$ cat config.mk
export PLATFORM = sky130hd
export DESIGN_NAME = up_datapath_flat
export DESIGN_NICKNAME = d
export VERILOG_FILES = /design/src/rtl/up_pkg.sv /design/src/rtl/up_datapath_if.sv /design/src/rtl/up_ram.sv /design/src/rtl/up_datapath.sv /design/src/flat_wrapper.sv
export SDC_FILE = /design/constraint.sdc
export NUM_CORES = 1
export LEC_CHECK = 0
export BUFFER_PORTS_ARGS = -buffer_cell sky130_fd_sc_hd__buf_2
export CORE_MARGIN = 5
export CORE_UTILIZATION = 30
export CTS_CLUSTER_SIZE = 20
export DETAILED_ROUTE_END_ITERATION = 7
export GPL_ROUTABILITY_DRIVEN = 0
export MAX_ROUTING_LAYER = met4
export PLACE_DENSITY = 0.49
export SKIP_CTS_REPAIR_TIMING = 1
export SYNTH_ARGS = -nofsm -noshare
export SYNTH_HDL_FRONTEND = slang
export SYNTH_SLANG_ARGS = --single-unit
$ cat constraint.sdc
create_clock -name CLOCK -period 2.2 [get_ports CLOCK]
set_input_delay 0.22 -clock CLOCK [delete_from_list [all_inputs] [get_ports CLOCK]]
set_output_delay 0.22 -clock CLOCK [all_outputs]
set_load 0.05 [all_outputs]
$ cat src/rtl/up_pkg.sv
// ---------------------------------------------------------------------------
// up_pkg
// Shared definitions for the 8-instruction accumulator microprocessor:
// default datapath widths, accumulator source select encodings and the
// 3-bit opcode values. Both the datapath and the control unit use these.
// ---------------------------------------------------------------------------
package up_pkg;

    localparam int UP_DATA_W = 8;
    localparam int UP_ADDR_W = 5;
    localparam int UP_DEPTH  = 32;

    // Accumulator source select. Code 2'b11 is reserved and loads zero.
    typedef enum logic [1:0] {
        ASEL_ALU  = 2'b00,
        ASEL_IN   = 2'b01,
        ASEL_MEM  = 2'b10,
        ASEL_ZERO = 2'b11
    } asel_e;

    // Instruction opcodes held in IR[7:5].
    typedef enum logic [2:0] {
        OP_LOAD  = 3'b000,
        OP_STORE = 3'b001,
        OP_ADD   = 3'b010,
        OP_SUB   = 3'b011,
        OP_INPUT = 3'b100,
        OP_JZ    = 3'b101,
        OP_JPOS  = 3'b110,
        OP_HALT  = 3'b111
    } opcode_e;

    // Extract the opcode field from an instruction word.
    function automatic logic [2:0] opcode_of(input logic [UP_DATA_W-1:0] instr);
        return instr[UP_DATA_W-1:UP_DATA_W-3];
    endfunction

endpackage

$ cat src/rtl/up_datapath_if.sv
// ---------------------------------------------------------------------------
// up_datapath_if
// Control-unit <-> datapath link: the control word flowing into the
// datapath and the status (IR, Aeq0, Apos) flowing back.
//   master : control unit side (drives control word, reads status)
//   slave  : datapath side     (reads control word, drives status)
// ---------------------------------------------------------------------------
interface up_datapath_if #(
    parameter int DATA_W = up_pkg::UP_DATA_W
) ();

    logic              IRload;
    logic              JMPmux;
    logic              PCload;
    logic              Meminst;
    logic              MemWr;
    logic              Aload;
    logic              Sub;
    logic [1:0]        Asel;

    logic [DATA_W-1:0] IR;
    logic              Aeq0;
    logic              Apos;

    modport master (
        output IRload, JMPmux, PCload, Meminst, MemWr, Aload, Sub, Asel,
        input  IR, Aeq0, Apos
    );

    modport slave (
        input  IRload, JMPmux, PCload, Meminst, MemWr, Aload, Sub, Asel,
        output IR, Aeq0, Apos
    );

endinterface

$ cat src/rtl/up_ram.sv
// ---------------------------------------------------------------------------
// up_ram
// DEPTH x DATA_W single-clock RAM with a registered read port.
// Read is read-before-write: a write and a read of the same address on one
// edge return the previous contents. The external program-load port has
// priority over the datapath store port. The array itself is never reset;
// only the read register is.
// Ports:
//   clk_i, rst_n_i            clock, async active-low reset (read register)
//   addr_i                    datapath address (read and store)
//   mem_wr_i, wdata_i         datapath store enable and data
//   prog_we_i/addr_i/data_i   external program-load write port
//   dout_o                    registered read data
// ---------------------------------------------------------------------------
module up_ram #(
    parameter int DATA_W = 8,
    parameter int ADDR_W = 5,
    parameter int DEPTH  = 32
) (
    input  logic              clk_i,
    input  logic              rst_n_i,
    input  logic [ADDR_W-1:0] addr_i,
    input  logic              mem_wr_i,
    input  logic [DATA_W-1:0] wdata_i,
    input  logic              prog_we_i,
    input  logic [ADDR_W-1:0] prog_addr_i,
    input  logic [DATA_W-1:0] prog_data_i,
    output logic [DATA_W-1:0] dout_o
);

    logic [DATA_W-1:0] mem_q [DEPTH];
    logic [DATA_W-1:0] dout_q;

    logic              wr_en_s;
    logic [ADDR_W-1:0] wr_addr_s;
    logic [DATA_W-1:0] wr_data_s;

    // Resolve the two write sources; program load wins over a store.
    always_comb begin
        wr_en_s   = 1'b0;
        wr_addr_s = addr_i;
        wr_data_s = wdata_i;
        if (prog_we_i) begin
            wr_en_s   = 1'b1;
            wr_addr_s = prog_addr_i;
            wr_data_s = prog_data_i;
        end else if (mem_wr_i) begin
            wr_en_s   = 1'b1;
            wr_addr_s = addr_i;
            wr_data_s = wdata_i;
        end else begin
            wr_en_s   = 1'b0;
        end
    end

    // Storage array write; contents survive reset.
    always_ff @(posedge clk_i) begin
        if (wr_en_s) begin
            mem_q[wr_addr_s] <= wr_data_s;
        end
    end

    // Read register, loaded every edge; sees pre-write contents.
    always_ff @(posedge clk_i or negedge rst_n_i) begin
        if (!rst_n_i) begin
            dout_q <= {DATA_W{1'b0}};
        end else begin
            dout_q <= mem_q[addr_i];
        end
    end

    assign dout_o = dout_q;

endmodule

$ cat src/rtl/up_datapath.sv
// ---------------------------------------------------------------------------
// up_datapath
// Accumulator datapath of the 8-instruction microprocessor: instruction
// register, program counter, accumulator, adder/subtractor and a 32x8
// synchronous RAM with an external program-load port.
// Ports:
//   CLOCK, RESET_N                  clock, async active-low reset
//   ctrl (up_datapath_if.slave)     control word in; IR, Aeq0, Apos out
//   INPUT                           data switches for the INPUT instruction
//   PROG_WE, PROG_ADDR, PROG_DATA   external RAM program-load port
//   A, PC                           accumulator / program counter for display
// ---------------------------------------------------------------------------
module up_datapath
    import up_pkg::*;
#(
    parameter int DATA_W = UP_DATA_W,
    parameter int ADDR_W = UP_ADDR_W,
    parameter int DEPTH  = UP_DEPTH
) (
    input  logic              CLOCK,
    input  logic              RESET_N,
    up_datapath_if.slave      ctrl,
    input  logic [DATA_W-1:0] INPUT,
    input  logic              PROG_WE,
    input  logic [ADDR_W-1:0] PROG_ADDR,
    input  logic [DATA_W-1:0] PROG_DATA,
    output logic [DATA_W-1:0] A,
    output logic [ADDR_W-1:0] PC
);

    logic [DATA_W-1:0] ir_q, ir_d;
    logic [ADDR_W-1:0] pc_q, pc_d;
    logic [DATA_W-1:0] a_q,  a_d;

    logic [ADDR_W-1:0] addr_s;
    logic [DATA_W-1:0] dout_s;
    logic [DATA_W-1:0] alu_s;

    // Memory address: operand field while executing, else the PC.
    always_comb begin
        if (ctrl.Meminst) begin
            addr_s = ir_q[ADDR_W-1:0];
        end else begin
            addr_s = pc_q;
        end
    end

    // Adder/subtractor; results wrap modulo 2**DATA_W, no flags.
    always_comb begin
        if (ctrl.Sub) begin
            alu_s = a_q - dout_s;
        end else begin
            alu_s = a_q + dout_s;
        end
    end

    // Next-state for IR, PC and accumulator.
    always_comb begin
        ir_d = ir_q;
        pc_d = pc_q;
        a_d  = a_q;

        if (ctrl.IRload) begin
            ir_d = dout_s;
        end else begin
            ir_d = ir_q;
        end

        // PC+1 wraps naturally from the top address back to 0.
        if (ctrl.PCload) begin
            if (ctrl.JMPmux) begin
                pc_d = ir_q[ADDR_W-1:0];
            end else begin
                pc_d = pc_q + {{(ADDR_W-1){1'b0}}, 1'b1};
            end
        end else begin
            pc_d = pc_q;
        end

        if (ctrl.Aload) begin
            case (ctrl.Asel)
                ASEL_ALU: a_d = alu_s;
                ASEL_IN:  a_d = INPUT;
                ASEL_MEM: a_d = dout_s;
                default:  a_d = {DATA_W{1'b0}};
            endcase
        end else begin
            a_d = a_q;
        end
    end

    // Architectural registers; reset clears everything at once.
    always_ff @(posedge CLOCK or negedge RESET_N) begin
        if (!RESET_N) begin
            ir_q <= {DATA_W{1'b0}};
            pc_q <= {ADDR_W{1'b0}};
            a_q  <= {DATA_W{1'b0}};
        end else begin
            ir_q <= ir_d;
            pc_q <= pc_d;
            a_q  <= a_d;
        end
    end

    up_ram #(
        .DATA_W (DATA_W),
        .ADDR_W (ADDR_W),
        .DEPTH  (DEPTH)
    ) u_ram (
        .clk_i       (CLOCK),
        .rst_n_i     (RESET_N),
        .addr_i      (addr_s),
        .mem_wr_i    (ctrl.MemWr),
        .wdata_i     (a_q),
        .prog_we_i   (PROG_WE),
        .prog_addr_i (PROG_ADDR),
        .prog_data_i (PROG_DATA),
        .dout_o      (dout_s)
    );

    // Status flags depend on the accumulator register only.
    assign ctrl.IR   = ir_q;
    assign ctrl.Aeq0 = (a_q == {DATA_W{1'b0}});
    assign ctrl.Apos = ~a_q[DATA_W-1];
    assign A         = a_q;
    assign PC        = pc_q;

endmodule

$ cat src/flat_wrapper.sv
// flat-port wrapper written by rule: the top's interface ports become plain ports
module up_datapath_flat import up_pkg::*;
#(
    parameter int DATA_W = UP_DATA_W,
    parameter int ADDR_W = UP_ADDR_W,
    parameter int DEPTH  = UP_DEPTH
)
  (CLOCK, RESET_N, INPUT, PROG_WE, PROG_ADDR, PROG_DATA, A, PC, ctrl_IRload, ctrl_JMPmux, ctrl_PCload, ctrl_Meminst, ctrl_MemWr, ctrl_Aload, ctrl_Sub, ctrl_Asel, ctrl_IR, ctrl_Aeq0, ctrl_Apos);
  up_datapath_if #(.DATA_W(DATA_W)) ctrl_i ();
  input  logic CLOCK;
  input  logic RESET_N;
  input  logic [DATA_W-1:0] INPUT;
  input  logic PROG_WE;
  input  logic [ADDR_W-1:0] PROG_ADDR;
  input  logic [DATA_W-1:0] PROG_DATA;
  output logic [DATA_W-1:0] A;
  output logic [ADDR_W-1:0] PC;
  input wire logic [$bits(ctrl_i.IRload)-1:0] ctrl_IRload;
  input wire logic [$bits(ctrl_i.JMPmux)-1:0] ctrl_JMPmux;
  input wire logic [$bits(ctrl_i.PCload)-1:0] ctrl_PCload;
  input wire logic [$bits(ctrl_i.Meminst)-1:0] ctrl_Meminst;
  input wire logic [$bits(ctrl_i.MemWr)-1:0] ctrl_MemWr;
  input wire logic [$bits(ctrl_i.Aload)-1:0] ctrl_Aload;
  input wire logic [$bits(ctrl_i.Sub)-1:0] ctrl_Sub;
  input wire logic [$bits(ctrl_i.Asel)-1:0] ctrl_Asel;
  output wire logic [$bits(ctrl_i.IR)-1:0] ctrl_IR;
  output wire logic [$bits(ctrl_i.Aeq0)-1:0] ctrl_Aeq0;
  output wire logic [$bits(ctrl_i.Apos)-1:0] ctrl_Apos;
  assign ctrl_i.IRload = ctrl_IRload;
  assign ctrl_i.JMPmux = ctrl_JMPmux;
  assign ctrl_i.PCload = ctrl_PCload;
  assign ctrl_i.Meminst = ctrl_Meminst;
  assign ctrl_i.MemWr = ctrl_MemWr;
  assign ctrl_i.Aload = ctrl_Aload;
  assign ctrl_i.Sub = ctrl_Sub;
  assign ctrl_i.Asel = ctrl_Asel;
  assign ctrl_IR = ctrl_i.IR;
  assign ctrl_Aeq0 = ctrl_i.Aeq0;
  assign ctrl_Apos = ctrl_i.Apos;
  up_datapath #(.DATA_W(DATA_W), .ADDR_W(ADDR_W), .DEPTH(DEPTH)) u_core (.CLOCK(CLOCK), .RESET_N(RESET_N), .ctrl(ctrl_i), .INPUT(INPUT), .PROG_WE(PROG_WE), .PROG_ADDR(PROG_ADDR), .PROG_DATA(PROG_DATA), .A(A), .PC(PC));
endmodule
==> results.md <==
* Area of the multi-input gates at between 4000 and 5000 µm²
* Max Cap Viol at 0
* Final nets at between 1000 and 1500
* Static Leakage at about 5.6 nW
* Remaining antenna violation count at 0
* Hold Crit Class: in2reg
* Yosys warning count at 0
* Worst setup margin at -0.178 ns
* Worst Path Required at roughly 2.6 ns
* Initial drt markers at around 620
* Final period util at 108%
* Maximum clock frequency at between 400 and 500 MHz
* Die area at around 45000 µm²
* Initial antenna violation count at 0
* First-pass GRT wire length at just under 50000 µm
* Min Tclk post-route at 2.38 ns
* CTS Buf Count at 35
* Share of cells above drive strength 1 at a little under two fifths
* Yosys cell types at 52
* Violated checks: negative setup slack
* Post-synthesis instance total at between 800 and 900
* Final setup fails at 12
* CTS clk-pin slew, worst paths at ~0.060 ns
* Core area at just over 40000 µm²
* Post-synthesis cell area at around 12000 µm²
* CP endpoint kind: flip-flop
* CP max stage cell: dfrtp_1
* Post-synth top flop: edfxtp_1
* Fillers at 3769
* CTS Buffer Depth at 3
* Synth Register Bits at approximately 290
* DRC viols at 0
* GRT Total Usage at 14.9%
* DRT Wirelength at about 34000 µm
* PwrDens at roughly 1300 nW/µm²
* IO Count at 56
* Vias in the first global route at between 7000 and 8000
* H-tree level count at 2
* Clock skew at roughly 0.013 ns
* Category of the most critical setup path: reg2reg
* Buffers on Ports at 55
* Drt first pass iters at 5
* Layout area overhead at 30.8%
* Cells on worst reg2reg path at 11
* WP data arrival at ~2.8 ns
* CTS tree: done
* Clock root cell: clkbuf_16
* Max Slew Vio Count at 0
* TNS Setup at -1.01 ns
* Worst path max stage delay at approximately 0.42 ns
* Post-route cell area at roughly 16000 µm²
* Most common cell after layout, fill and taps aside: edfxtp_1
* DPL Wire Length at ~22000 µm
* Worst rel slew slack at between 40% and 50%
* Synth Net Count at 862
* RSZ-0062 raised after global routing: true
* Worst Path Max Fanout at 3
* Std-Cell Rows at 74
* Min-Delay Path Depth at 2
* Most frequent cells in the layout: edfxtp_1, nand2_1, buf_4
* Clock Sinks at ~290
* Post-Place Worst Slack at -0.321 ns
* DIE HEIGHT at ~210 µm
* Grt ovf at 0
* Largest net degree at the start of global routing at 34
* Post-synth EDFFs at approximately 260
* Placed inst area at between 10000 and 15000 µm²
* Asr flop ratio synth at approximately 10%
* Vias/cell at around 5.1
* Syn avg cell area at 15.0 µm²
* Final Hold Fails at 0
* Share of the yosys chip area belonging to registers at about 68%
* Vias at 7886
* Initial Util at ~30%
* Slew of the pin with the lowest slew margin at approximately 0.83 ns
* Worst VDD drop at around 0.00051 V
* CP startpoint kind: flip-flop
* Worst skew pair latency at ~0.51 ns
* Status: finished, violations left
* Chip width at 213 µm
* Cells along the critical path: inv_2 -> ha_4 -> mux2_4 -> inv_2 -> ha_4 -> nor2b_4 -> o21ai_2 -> a21oi_2 -> or3_1 -> a31oi_1 -> a31oi_1
* Reg area at 8420 µm²
* Total power at 0.0202 W
* Drt wl/cell at 21.5 µm
## final timing paths
kind	start	endpoint	slack, ns
worst max-delay path	u_core.u_ram.dout_o[1]	u_core.A[5]	-0.18
worst min-delay path	ctrl_PCload	u_core.PC[3]	0.03
worst max register to register	u_core.u_ram.dout_o[1]	u_core.A[5]	-0.18
worst min register to register	u_core.ctrl.IR[5]	u_core.ctrl.IR[5]	0.50
max in group asynchronous	RESET_N	u_core.A[0]	1.34
min in group asynchronous	RESET_N	u_core.PC[1]	0.32
## state kept, by name, summed over array words and instances, names as in the netlist
register             cells
u_core.u_ram.dout_o      8
u_core.u_ram.mem_q     256
u_core.PC                5
u_core.A                 8
u_core.ctrl.IR           8
## through the flow
stage | std cells | hold slack [ns] | utilization (%)
floorplan | 819 | -0.0756 | -
global route | 1560 | 0.0447 | 39.6
CTS | 1547 | -0.210 | 38.2
finish | 1561 | 0.0257 | 39.6
detailed placement | 1483 | 0.335 | 35.5
global placement | 1483 | 0.337 | 35.5
## worst max-delay path: cells and delay by family (launching register included)
| kind | cells | cell delay, ns |
|---|---|---|
| compound gates | 4 | 0.54 |
| simple gates | 2 | 0.47 |
| flops | 1 | 0.42 |
| fa+ha+maj | 2 | 0.37 |
| mux | 1 | 0.28 |
| buf+inv | 2 | 0.15 |
## power by group
group,switching (W),leakage (nW),total (W),internal (W)
combinational,0.00452,2.44,0.00782,0.00330
sequential,0.000318,2.66,0.00691,0.00659
clock,0.00218,0.533,0.00546,0.00328
total,0.00702,5.63,0.0202,0.0132
## layout make-up
type,count,area share (%)
repair buffers,186,11.2
inverters,18,0.419
clock inverters,18,0.916
flip-flops and latches,285,52.2
clock buffers,46,5.88
well taps,532,4.13
multi-input cells,475,25.2
diodes,1,0.0155
## routing by layer
metal	wire length, µm	part of all wire (%)	vias to the layer above	global-route usage (%)
met4	1170	3.5	0	4.39
li1	-	-	3611	-
met3	1750	5.2	55	2.16
met5	0	0	-	-
met1	16000	48	3972	21.4
met2	14700	44	248	22.1
## synthesized netlist by cell type, types with 2 or more instances
library cell	n	share of area, %
a221o_1	7	0.57
o211ai_1	3	0.18
nand2b_1	2	0.10
mux2_2	19	1.7
o221ai_1	2	0.14
mux4_2	30	5.5
edfxtp_1	256	62
nor2b_1	4	0.20
buf_6	2	0.18
buf_2	8	0.32
o22ai_1	18	0.91
o21ai_0	16	0.65
or4_1	2	0.12
and3_1	3	0.15
mux4_1	16	3.4
a211oi_1	2	0.12
xnor2_1	8	0.57
o31ai_1	17	1.0
a31oi_1	11	0.56
ha_1	9	0.91
nor2_1	63	1.9
dfrtp_1	29	5.9
buf_1	3	0.091
nor3_1	8	0.32
nor3b_1	2	0.12
a22o_1	2	0.14
nand2_1	106	3.2
clkbuf_1	24	0.73
a22oi_1	44	2.7
nand3_1	13	0.53
o21a_1	5	0.30
a21oi_1	41	1.7
inv_1	17	0.52
buf_4	2	0.12
mux2i_1	8	0.65
## logic make-up (layout without fill, tap and decap cells)
kind of cell | after synthesis | in the layout | synth area share (%)
adders and majority gates | 10 | 10 | 1.08
xor gates and xnor gates | 8 | 8 | 0.569
muxes | 73 | 73 | 11.3
other | 0 | 1 | 0
buffers and inverters | 59 | 268 | 2.28
DFF | 285 | 285 | 68.3
and+or+nand+nor | 209 | 209 | 7.05
AOI/OAI and AO/OA | 175 | 175 | 9.47
(Power assumes the default switching activity.)
